<file path="config.mk">
export PLATFORM = sky130hd
export DESIGN_NAME = syncfifo_pro
export DESIGN_NICKNAME = d
export VERILOG_FILES = /design/src/rtl/syncfifo_pro.sv
export SDC_FILE = /design/constraint.sdc
export NUM_CORES = 1
export LEC_CHECK = 0
export ABC_AREA = 1
export BUFFER_PORTS_ARGS = -buffer_cell sky130_fd_sc_hd__buf_2
export CORE_MARGIN = 8
export CORE_UTILIZATION = 45
export CTS_BUF_LIST = sky130_fd_sc_hd__clkbuf_8
export DETAILED_ROUTE_END_ITERATION = 8
export SLEW_MARGIN = 10
export SYNTH_ARGS = -nofsm -noshare
export SYNTH_HDL_FRONTEND = slang
export SYNTH_SLANG_ARGS = --single-unit
</file>
<file path="constraint.sdc">
create_clock -name clk -period 3.45 [get_ports clk]
set_input_delay 0.345 -clock clk [delete_from_list [all_inputs] [get_ports clk]]
set_output_delay 0.345 -clock clk [all_outputs]
set_load 0.01 [all_outputs]
</file>
<file path="src/rtl/syncfifo_pro.sv">
// syncfifo_pro: single-clock FIFO with optional registered first-word-fall-through output.
//
// Parameters
//   WID     data width
//   DEPTH   total word capacity (>= 2, any value; pointers wrap at DEPTH-1)
//   AWID    storage pointer width, $clog2(DEPTH)
//   OUTREG  0: dataout read combinationally from storage
//           1: dataout from an output register that counts as one of the DEPTH slots
//
// Ports
//   clk, rst_n           clock, asynchronous active-low reset
//   softreset            synchronous flush, wins over same-cycle validin/readout
//   validin, datain      write request and data; full when no slot is free
//   readout, dataout     pop request and head-of-queue data; empty when nothing presentable
//   count                words held, including any word in the output register
//   afull_th, aempty_th  threshold inputs for afull (count >= th) and aempty (count <= th)
//   overflow, underflow  per-cycle pulses for rejected writes / reads
//   err_sticky, clr_err  sticky {underflow, overflow}; a new error wins over clr_err
module syncfifo_pro #(
  parameter int unsigned WID    = 32,
  parameter int unsigned DEPTH  = 8,
  parameter int unsigned AWID   = $clog2(DEPTH),
  parameter int unsigned OUTREG = 0
) (
  input  logic            clk,
  input  logic            rst_n,
  input  logic            softreset,
  input  logic            validin,
  input  logic [WID-1:0]  datain,
  output logic            full,
  input  logic            readout,
  output logic [WID-1:0]  dataout,
  output logic            empty,
  output logic [AWID:0]   count,
  input  logic [AWID:0]   afull_th,
  input  logic [AWID:0]   aempty_th,
  output logic            afull,
  output logic            aempty,
  output logic            overflow,
  output logic            underflow,
  output logic [1:0]      err_sticky,
  input  logic            clr_err
);

  localparam int unsigned DepthM1 = DEPTH - 1;
  localparam logic [AWID:0]   CountMax = DEPTH[AWID:0];
  localparam logic [AWID-1:0] PtrLast  = DepthM1[AWID-1:0];

  logic [AWID-1:0] wptr_q, wptr_d;
  logic [AWID-1:0] rptr_q, rptr_d;
  logic [AWID:0]   count_q, count_d;
  logic [1:0]      err_q, err_d;
  logic [WID-1:0]  mem_q [DEPTH];

  logic wr_en;
  logic rd_en;
  logic stor_pop;  // head word leaves storage (to the reader or the output register)

  // Explicit compare so non-power-of-two depths wrap correctly.
  function automatic logic [AWID-1:0] ptr_inc(input logic [AWID-1:0] p);
    return (p == PtrLast) ? '0 : p + AWID'(1);
  endfunction

  // full/empty are the pre-edge values, so a read never frees a slot for a same-cycle write.
  assign wr_en     = validin & ~full & ~softreset;
  assign rd_en     = readout & ~empty & ~softreset;
  assign full      = (count_q == CountMax);
  assign overflow  = validin & full;
  assign underflow = readout & empty;
  assign count     = count_q;
  assign afull     = (count_q >= afull_th);
  assign aempty    = (count_q <= aempty_th);
  assign err_sticky = err_q;

  always_comb begin
    wptr_d  = wptr_q;
    rptr_d  = rptr_q;
    count_d = count_q;
    // Set has priority over clear.
    err_d   = (clr_err ? 2'b00 : err_q) | {underflow, overflow};
    if (softreset) begin
      wptr_d  = '0;
      rptr_d  = '0;
      count_d = '0;
      err_d   = 2'b00;
    end else begin
      if (wr_en) begin
        wptr_d = ptr_inc(wptr_q);
      end
      if (stor_pop) begin
        rptr_d = ptr_inc(rptr_q);
      end
      if (wr_en && !rd_en) begin
        count_d = count_q + (AWID+1)'(1);
      end else if (rd_en && !wr_en) begin
        count_d = count_q - (AWID+1)'(1);
      end
    end
  end

  always_ff @(posedge clk or negedge rst_n) begin
    if (!rst_n) begin
      wptr_q  <= '0;
      rptr_q  <= '0;
      count_q <= '0;
      err_q   <= 2'b00;
    end else begin
      wptr_q  <= wptr_d;
      rptr_q  <= rptr_d;
      count_q <= count_d;
      err_q   <= err_d;
    end
  end

  // Storage is deliberately not reset.
  always_ff @(posedge clk) begin
    if (wr_en) begin
      mem_q[wptr_q] <= datain;
    end
  end

  if (OUTREG != 0) begin : gen_outreg
    logic           valid_q, valid_d;
    logic [WID-1:0] dout_q, dout_d;
    logic           stor_nempty;

    // count includes the output register, so storage holds count - valid words.
    assign stor_nempty = (count_q != {{AWID{1'b0}}, valid_q});
    assign stor_pop    = stor_nempty & (~valid_q | rd_en) & ~softreset;

    always_comb begin
      valid_d = valid_q;
      dout_d  = dout_q;
      if (softreset) begin
        valid_d = 1'b0;
      end else if (stor_pop) begin
        valid_d = 1'b1;
        dout_d  = mem_q[rptr_q];
      end else if (rd_en) begin
        valid_d = 1'b0;
      end
    end

    always_ff @(posedge clk or negedge rst_n) begin
      if (!rst_n) begin
        valid_q <= 1'b0;
        dout_q  <= '0;
      end else begin
        valid_q <= valid_d;
        dout_q  <= dout_d;
      end
    end

    assign empty   = ~valid_q;
    assign dataout = dout_q;
  end else begin : gen_comb
    assign stor_pop = rd_en;
    assign empty    = (count_q == '0);
    assign dataout  = mem_q[rptr_q];
  end

endmodule

</file>
======== Word level (Yosys, flattened, before mapping) ========
Memories as Yosys holds them, arrays and structs flattened.
Cells that the tools add are included.
word-level totals
  flip-flop bits (word level) ............. 12
  bits in latches ......................... 0
  RAM bits ................................ 256
  ROM bits ................................ 0
  input bits .............................. 46
  output and inout port bits .............. 44
  logic and storage cells ................. 45
  memories ................................ 1
operators by class
  $add $sub $neg .......................... 4
  multiply operators ...................... 0
  divide/modulo/power cells ............... 0
  order comparisons ....................... 2
  equality and inequality tests ........... 3
  shift-type cells ........................ 0
  mux-type cells .......................... 13
  bitwise gates (word level) .............. 10
  reduce and logical (&&, ||, !) cells .... 8
memories
  memory  words  width  rd ports  clocked after memory_dff  wr ports  line  source
  mem_q   8      32     1         0                         1         53    logic [WID-1:0] mem_q [DEPTH];
operators with widths
  operator                                                            count
  3-bit two-way mux                                                   6
  4-bit two-way mux                                                   3
  3-bit by 1-bit adder with 3-bit output, second input constant       2
  1-bit AND                                                           6
  3-bit == test, second input constant                                2
  4-bit by 1-bit adder with 4-bit output, second input constant       1
  4-bit == test, second input constant                                1
  4-bit greater-or-equal comparator                                   1
  4-bit less-or-equal comparator                                      1
  4-bit logical NOT                                                   1
  2-bit two-way mux                                                   2
  2-bit nonzero test                                                  2
  4-bit by 1-bit subtractor with 4-bit output, second input constant  1
  1-bit NOT                                                           3
  3-bit nonzero test                                                  1
  1-bit logical AND                                                   2
  1-bit logical NOT                                                   2
  1-bit two-way mux                                                   2
  2-bit OR                                                            1

======== Longest topological paths before layout ========
Gate-level depths: netlist of the first run.
  word-level depth ........................ 9
  mapped depth ............................ 14
  mapped depth without buffers ............ 14

======== Worst setup path before layout of the first run ========
OpenSTA, ideal clock, no wires.
  path kind ............................... register to register
  start point ............................. reg count_q[3] (netlist: count[3])
  end point ............................... mem mem_q[0][0] (enable)
  library setup time ...................... 0.421 ns
  data arrival time ....................... 2.356 ns
  data required time ...................... 3.029 ns
  slack ................................... 0.673 ns
  cell stages (with the launch flop) ...... 8
  buffers on the path ..................... 0
  period minus slack after synthesis ...... 2.777 ns
  path through ............................ dfrtp_1 inv_2 nor2_1 nand2_1 nand3_2 inv_1 nand2_1 nor2_1
on the way
  cells in the longest elaborated chain, start to end .. 6
ends and longest elaborated chain
  item                                     line  source
  start, declared                          51    logic [AWID:0] count_q, count_d;
  start signal, assigned                   110   count_q <= count_d;
  4-bit == test                            67    assign full = (count_q == CountMax);
  1-bit NOT                                65    assign wr_en = validin & ~full & ~softreset;
  1-bit AND (2 in series)                  65
  1-bit two-way mux                        117   if (wr_en) begin
  1-bit two-way mux (implied by the code)  118   mem_q[wptr_q] <= datain;
  end, declared                            53
No other way between the ends.

======== Worst setup path after layout of the first run ========
  start point ............................. reg rptr_q[0]
  end point ............................... out dataout[30]
on the way
  cells in the longest elaborated chain, start to end .. 1
ends and longest elaborated chain
  item                    line  source
  start, declared         50    logic [AWID-1:0] rptr_q, rptr_d;
  start signal, assigned  109   rptr_q <= rptr_d;
  memory read 8 x 32 bit  n/a
  end, declared           32    output logic [WID-1:0] dataout,
No other way between the ends.

==> results of run 1 <==
[area by class of cell]
cell class,count,share of cell area [%]
clock inverter,29,1.10
multi-input combinational,542,20.8
inverter,27,0.829
tap,324,3.24
sequential,268,63.8
timing repair buffer,109,5.17
clock buffer,46,5.05
[power by group]
group	switching, W	total (W)	internal (W)
sequential	0.000108	0.00379	0.00369
clock	0.00118	0.00247	0.00129
combinational	0.00116	0.00175	0.000593
[flip-flops by register name, indices dropped and copies added, names as in the netlist]
| name | cells |
|---|---|
| count | 4 |
| err_sticky | 2 |
| mem_q | 256 |
| rptr_q | 3 |
| wptr_q | 3 |
[worst max-delay path, stage by stage, from the launching register on]
cell and delay, ps:
dfrtp_4 660, inv_4 410, buf_12 250, nor2_1 50, o21ai_0 160, a21oi_1 50
a31oi_1 340, buf_2 210
[kinds of logic (layout without fill, tap and decap cells)]
family / after synthesis / count (layout) / synth area share (%)
AOI/OAI and AO/OA: 211 / 211 / 10.1
adders and majority gates: 15 / 15 / 1.78
and+or+nand+nor: 315 / 315 / 11.3
buffers and inverters: 75 / 211 / 3.78
xor gates and xnor gates: 1 / 1 / 0.0800
DFF: 268 / 268 / 72.9
[through the flow]
step	setup WS, ps	instance area (um^2)	cells	total power (W)
CTS	355	12500	1345	0.00813
floorplan	673	11000	885	0.00506
detailed placement	941	11800	1269	0.00565
global route	188	12500	1345	0.00847
global placement	916	11800	1269	0.00562
finish	385	12500	1345	0.00802
[layer usage]
layer | share of wire (%) | up-vias | GRT usage [%] | wire length, um
li1 | - | 3362 | - | -
met1 | 45 | 3410 | 21.7 | 10900
met2 | 48 | 161 | 28.1 | 11700
met3 | 5.1 | 61 | 3.42 | 1250
met4 | 2.5 | 4 | 5.70 | 606
met5 | 0.086 | - | 0 | 21
[layout by cell type, fill, tap and decap left out, drive strengths merged, types with 14 or more instances in the layout]
master / count
a21oi: 37
a31oi: 32
buf: 108
clkbuf: 46
edfxtp: 256
ha: 14
inv: 43
nand2: 127
nor2: 180
o21ai: 137
[final timing paths]
check                                to  slack (ps)  cells past startpoint
max in group asynchronous     rptr_q[0]        2980                      2
hold reg to reg               wptr_q[0]         600                      2
min in group asynchronous     rptr_q[0]         230                      2
setup / recovery            dataout[30]         380                      7
hold / removal             mem_q[0][13]          70                      1
setup reg to reg           mem_q[5][18]        1080                      8
==> results.json, run 1 <==
{
  "critPathMaxFanout": 40,
  "place_congestion": 0.732,
  "clock-sinks": 268,
  "synth_most_common_cell": "edfxtp_1",
  "worstSetupStartpointType": "flip-flop",
  "ys_seq_area_share_pct": 72.9,
  "cts_tree": "done",
  "place_hpwl_um": 13100,
  "grt_pass1_wl_um": 38700,
  "drive_gt1_share_pct": 18.0,
  "firstDrtPassIters": 4,
  "regToRegStartpoint": "count[3]",
  "viasPerCell": 5.20,
  "synth.area.top_cells": "edfxtp_1 (70%), nor2_1 (6.1%), o21ai_0 (5.0%), nand2_1 (4.0%), dfrtp_1 (2.7%)",
  "path_clk_slew_ps": 60,
  "rsz0062_at_grt": "no",
  "die_h_um": 172,
  "dieWidth_um": 172,
  "async_flop_share_pct": 4.48,
  "clk_latency_ps": 540,
  "drv_cap": 0,
  "yosys_warnings": 0,
  "drt_wl_total_um": 24500,
  "postSynthCellCount": 885,
  "irDropWorstVdd_mv": 0.335,
  "antenna_cells": 0,
  "slew_headroom_pct": 39.7,
  "syn-num-nets": 946,
  "grt_max_degree": 93,
  "cp-end-kind": "primary output",
  "synth_ff_type": "edfxtp_1",
  "ios": 90,
  "first_iter_violations": 520,
  "grt_pass1_vias": 7152,
  "htreeDepth": 2,
  "clock_skew_ps": 15.4,
  "n_fill_cell": 2152,
  "hold_start": "datain[13]",
  "portBuffers": 89,
  "status": "completed",
  "wl_per_cell_um": 18.2,
  "finalHoldViolCount": 0,
  "start_util_pct": 45.4,
  "p_per_area_mw_per_mm2": 640,
  "worst_slew_pin_slew_ps": 903,
  "final_util_pct": 52.0,
  "rows": 57,
  "drc_errors": 0,
  "clockBufferDepth": 3,
  "power_leakage_nw": 4.59,
  "dieArea_mm2": 0.0296,
  "seq_area_mm2": 0.00799,
  "avgSynthCellArea_um2": 12.4,
  "antenna_found_initial": 2,
  "synth_edf_count": 256,
  "nets": 1053,
  "cts_hold_buffers": 1,
  "num_vias": 6998,
  "synth_area_mm2": 0.0110,
  "max_freq_mhz": 326,
  "post-route-min-period_ps": 3070,
  "synth_commonest_cells": "edfxtp_1 (256), nor2_1 (178), nand2_1 (118)",
  "cp_data_arrival_time_ps": 2720,
  "worst-setup-path-type": "reg2out",
  "core_area_mm2": 0.0241,
  "track_usage_pct": 16.8,
  "synth_top_cell_by_area": "edfxtp_1",
  "multi_input_area_mm2": 0.00261,
  "final_antenna_net_count": 0,
  "tns_ps": 0,
  "fin_crit_sh_pct": 88.9,
  "slew_violations": 0,
  "synth_cell_type_count": 29,
  "post_cts_buffers": 0,
  "setup_viol": 0,
  "hold_path.class": "in2reg",
  "whs_ps": 69.2,
  "crit_path_start": "rptr_q[0]",
  "yosysTopAreaCellShare_pct": 70.2,
  "grt_remaining_overflow": 0,
  "cts_buffers": 44,
  "ys_seq_elements": 268,
  "cts-root-buf": "clkbuf_8",
  "post_cts_resized": 0,
  "synthToLayoutAreaGrowth_pct": 14.4,
  "crit_required_ps": 3110
}
No activity file was read; power rests on OpenSTA's default activity.
==> inputs of run 2 (changes only) <==
- CORE_ASPECT_RATIO: not set -> 0.75
==> run 2 against run 1 <==
Clock skew is 1.3 ps higher. Total power is 0.62% lower. Core utilization is 0.21 points higher. Sequential cell count stayed put. Largest cell class unchanged. Combinational power hardly changed. Wire length is 0.11% higher.
==> results.json, run 2 (synthesized netlist as in run 1, its figures left out) <==
{
  "status": "completed",
  "cp_data_arrival_time_ps": 2660,
  "htreeDepth": 2,
  "clockBufferDepth": 3,
  "hold_path.class": "in2reg",
  "max_freq_mhz": 332,
  "largest-register": "mem_q",
  "clk_latency_ps": 530,
  "cts_tree": "done",
  "dieArea_mm2": 0.0296,
  "grt_max_degree": 50,
  "dieWidth_um": 196,
  "drt_wl_total_um": 24500,
  "worstSetupStartpointType": "flip-flop",
  "setup_viol": 0,
  "grt_pass1_vias": 6669,
  "r2r_setup_slack_ps": 970,
  "post_cts_buffers": 0,
  "clock-sinks": 268,
  "nets": 1052,
  "start_util_pct": 45.8,
  "antenna_cells": 0,
  "track_usage_pct": 16.5,
  "path_clk_slew_ps": 60,
  "core_area_mm2": 0.0239,
  "num_vias": 6878,
  "worst-setup-path-type": "reg2out",
  "fin_crit_sh_pct": 87.2,
  "antenna_found_initial": 1,
  "wl_per_cell_um": 18.5,
  "post-route-min-period_ps": 3010,
  "post_cts_resized": 0,
  "grt_pass1_wl_um": 38300,
  "rsz0062_at_grt": "no",
  "post-place-cells": 1253,
  "worst_slew_pin_slew_ps": 758,
  "drv_cap": 0,
  "die_h_um": 151,
  "firstDrtPassIters": 5,
  "portBuffers": 89,
  "place_congestion": 0.750,
  "synthToLayoutAreaGrowth_pct": 13.9,
  "slew_headroom_pct": 49.3,
  "p_per_area_mw_per_mm2": 638,
  "layoutNonFillerInstCount": 1326,
  "rows": 49,
  "finalHoldViolCount": 0,
  "first_iter_violations": 564,
  "largest_reg_flops": 256,
  "cts_buffers": 41,
  "cp-end-kind": "primary output",
  "drive_gt1_share_pct": 18.4,
  "crit_required_ps": 3110,
  "clock_skew_ps": 16.7,
  "critPathMaxFanout": 48,
  "layout_common_cells": "edfxtp_1 (256), nor2_1 (170), nand2_1 (118)",
  "tns_ps": 0,
  "viasPerCell": 5.19,
  "n_fill_cell": 2142,
  "layout_commonest_cell": "edfxtp_1",
  "ios": 90,
  "power_leakage_nw": 4.56,
  "irDropWorstVdd_mv": 0.402,
  "drc_errors": 0,
  "reg_top3": "mem_q: 256 flops, count: 4 flops",
  "grt_remaining_overflow": 0,
  "cts-root-buf": "clkbuf_8",
  "final_antenna_net_count": 0,
  "cts_hold_buffers": 1,
  "whs_ps": 86.8,
  "place_hpwl_um": 13500,
  "slew_violations": 0
}
-- run 2: layer usage --
| layer | vias up | part of all wire, % | global-route usage [%] |
|---|---|---|---|
| li1 | 3371 | - | - |
| met1 | 3291 | 49 | 23.8 |
| met2 | 177 | 44 | 25.5 |
| met3 | 37 | 5.6 | 3.55 |
| met4 | 2 | 1.3 | 3.93 |
| met5 | - | 0.053 | 0 |
-- run 2: worst paths after layout --
check | from | endpoint | cells past startpoint
worst max register to register | count[3] | mem_q[0][0] | 8
min in group asynchronous | rst_n | count[1] | 2
max in group asynchronous | rst_n | rptr_q[0] | 2
worst min-delay path | datain[25] | mem_q[6][25] | 1
worst max-delay path | rptr_q[0] | dataout[22] | 6
worst min register to register | err_sticky[1] | err_sticky[1] | 3
-- run 2: worst max-delay path: stages, from the launching register on --
cell and delay, ps:
dfrtp_4 700, buf_4 540, o21ai_0 190, o21ai_1 140, a21oi_1 60, a31oi_1 300
buf_2 200
-- run 2: cell type report --
cell class              count  area (um^2)  share of cell area [%]
repair buffers            111          651                    5.21
clock inverters            29          148                    1.18
inverters                  27          104                   0.832
multi-input cells         542         2610                    20.9
clock buffers              43          592                    4.74
well taps                 306          383                    3.07
flip-flops and latches    268         7990                    64.0
-- run 2: report_power, final --
| group | total, W | internal, W | switching (W) |
|---|---|---|---|
| Sequential | 0.00382 | 0.00369 | 0.000136 |
| Combinational | 0.00173 | 0.000591 | 0.00114 |
| Clock | 0.00242 | 0.00123 | 0.00118 |
-- run 2: stage by stage --
step / area, um^2 / utilization [%] / total power [W] / worst slack [ps]
after floorplan: 11000 / - / 0.00506 / 673
after global placement: 11700 / 49.1 / 0.00562 / 971
after detailed placement: 11700 / 49.1 / 0.00564 / 988
after CTS: 12500 / 52.2 / 0.00806 / 422
after global routing: 12500 / 52.2 / 0.00840 / 234
final: 12500 / 52.2 / 0.00797 / 440
==> inputs of run 3 (changes only) <==
- CORE_UTILIZATION: 45 -> 30
==> run 3 against run 2 <==
Wire length up 9.2%. Critical path depth down 1. Die area up 45%. Sequential power down 2%. Register-to-register slack better by 90 ps. Design area up 2.1%. Combinational power up 8%. Largest power group unchanged.
==> results.json, run 3 (synthesized netlist as in run 1, its figures left out) <==
{
  "crit_required_ps": 3110,
  "place_hpwl_um": 15800,
  "worstSetupStartpointType": "flip-flop",
  "regToRegStartpoint": "count[1]",
  "clockBufferDepth": 3,
  "finalHoldViolCount": 0,
  "grt_remaining_overflow": 0,
  "fin_crit_sh_pct": 85.0,
  "drt_wl_total_um": 26800,
  "layoutNonFillerInstCount": 1489,
  "hold-path-endpoint": "mem_q[1][29]",
  "whs_ps": 51.3,
  "cts_buffers": 43,
  "worst-setup-path-type": "reg2out",
  "drc_errors": 0,
  "critPathMaxFanout": 41,
  "crit_path_start": "rptr_q[1]",
  "synthToLayoutAreaGrowth_pct": 16.4,
  "layout_common_cells": "edfxtp_1 (256), nor2_1 (170), nand2_1 (118)",
  "post_cts_resized": 0,
  "irDropWorstVdd_mv": 0.333,
  "p_per_area_mw_per_mm2": 636,
  "grt_max_degree": 131,
  "reg_top3": "mem_q: 256 flops, count: 4 flops",
  "slew_violations": 0,
  "hold_path.class": "in2reg",
  "slew_headroom_pct": 35.7,
  "nets": 1053,
  "cts-root-buf": "clkbuf_8",
  "ios": 90,
  "wl_per_cell_um": 18.0,
  "n_fill_cell": 3514,
  "cts_tree": "done",
  "post_cts_buffers": 0,
  "post-place-cells": 1411,
  "setup_viol": 0,
  "antenna_found_initial": 1,
  "clock-sinks": 268,
  "rows": 60,
  "dieWidth_um": 237,
  "largest_reg_flops": 256,
  "track_usage_pct": 12.3,
  "clock_skew_ps": 9.37,
  "start_util_pct": 30.5,
  "firstDrtPassIters": 5,
  "num_vias": 7028,
  "viasPerCell": 4.72,
  "core_area_mm2": 0.0360,
  "first_iter_violations": 560,
  "clk_latency_ps": 560,
  "grt_pass1_wl_um": 41500,
  "worst_slew_pin_slew_ps": 963,
  "power_leakage_nw": 4.60,
  "hold_start": "datain[29]",
  "final_antenna_net_count": 0,
  "cp-end-kind": "primary output",
  "tns_ps": 0,
  "placed_area_mm2": 0.0120,
  "whs_path_depth": 1,
  "drive_gt1_share_pct": 18.7,
  "post-route-min-period_ps": 2930,
  "htreeDepth": 2,
  "grt_pass1_vias": 6928,
  "dieArea_mm2": 0.0429,
  "rsz0062_at_grt": "no",
  "reg2regPathDepth": 7,
  "drv_cap": 0,
  "cp_data_arrival_time_ps": 2590,
  "fin_area_mm2": 0.0127,
  "die_h_um": 181,
  "layout_commonest_cell": "edfxtp_1",
  "place_congestion": 0.783,
  "status": "completed",
  "largest-register": "mem_q",
  "final_util_pct": 35.4,
  "portBuffers": 89,
  "path_clk_slew_ps": 60,
  "r2r_setup_slack_ps": 1060,
  "cts_hold_buffers": 1,
  "max_freq_mhz": 341,
  "worstReg2RegEnd": "mem_q[0][10]"
}
## run 3: cell count changes in the layout (fill, tap and decap cells not counted), moves of 2 or more
| cell | delta |
|---|---|
| buf_12 | +3 |
| clkinv_1 | -3 |
| clkbuf_8 | +4 |
| inv_1 | +4 |
| buf_4 | -4 |
| clkinv_2 | -2 |
## run 3: report_power, final
group          internal (W)  total, W  switching [W]
registers           0.00369   0.00376      0.0000691
logic              0.000591   0.00186        0.00126
clock network       0.00125   0.00249        0.00124
total               0.00553   0.00811        0.00257
## run 3: per-layer routing
metal	part of all wire, %	track usage [%]	routed length, um	vias to the layer above
li1	-	-	-	3361
met1	48	17.7	13000	3414
met2	44	18.5	11800	210
met3	5.4	2.62	1460	43
met4	2.0	3.60	544	0
met5	0	0	0	-
## run 3: per-stage QoR
step | setup WS (ps) | total power, W
final | 519 | 0.00811
after CTS | 460 | 0.00822
after detailed placement | 1060 | 0.00571
after global placement | 1070 | 0.00568
after global routing | 342 | 0.00857
after floorplan | 673 | 0.00506
## run 3: worst max path at each step
stage	end	slack, ps	depth (start not counted)
after floorplan	mem_q[0][0]	670	7
after CTS	dataout[31]	460	5
final	dataout[31]	520	5
after global placement	dataout[31]	1070	5
after detailed placement	mem_q[0][19]	1060	7
after global routing	dataout[31]	340	6
## run 3: final cells by class
type | instances | area [um^2] | share of cell area (%)
clock inverter | 29 | 125 | 0.982
clock buffer | 47 | 647 | 5.08
timing repair buffer | 110 | 681 | 5.34
multi-input combinational | 542 | 2610 | 20.5
sequential | 268 | 7990 | 62.7
tap | 465 | 582 | 4.57
inverter | 27 | 104 | 0.815
antenna | 1 | 2.50 | 0.0196
## run 3: critical path: stages, from the launching register on
cell and delay (ps):
dfrtp_2 400, inv_2 690, buf_4 380, a21oi_1 100, a31oi_1 250, buf_2 190
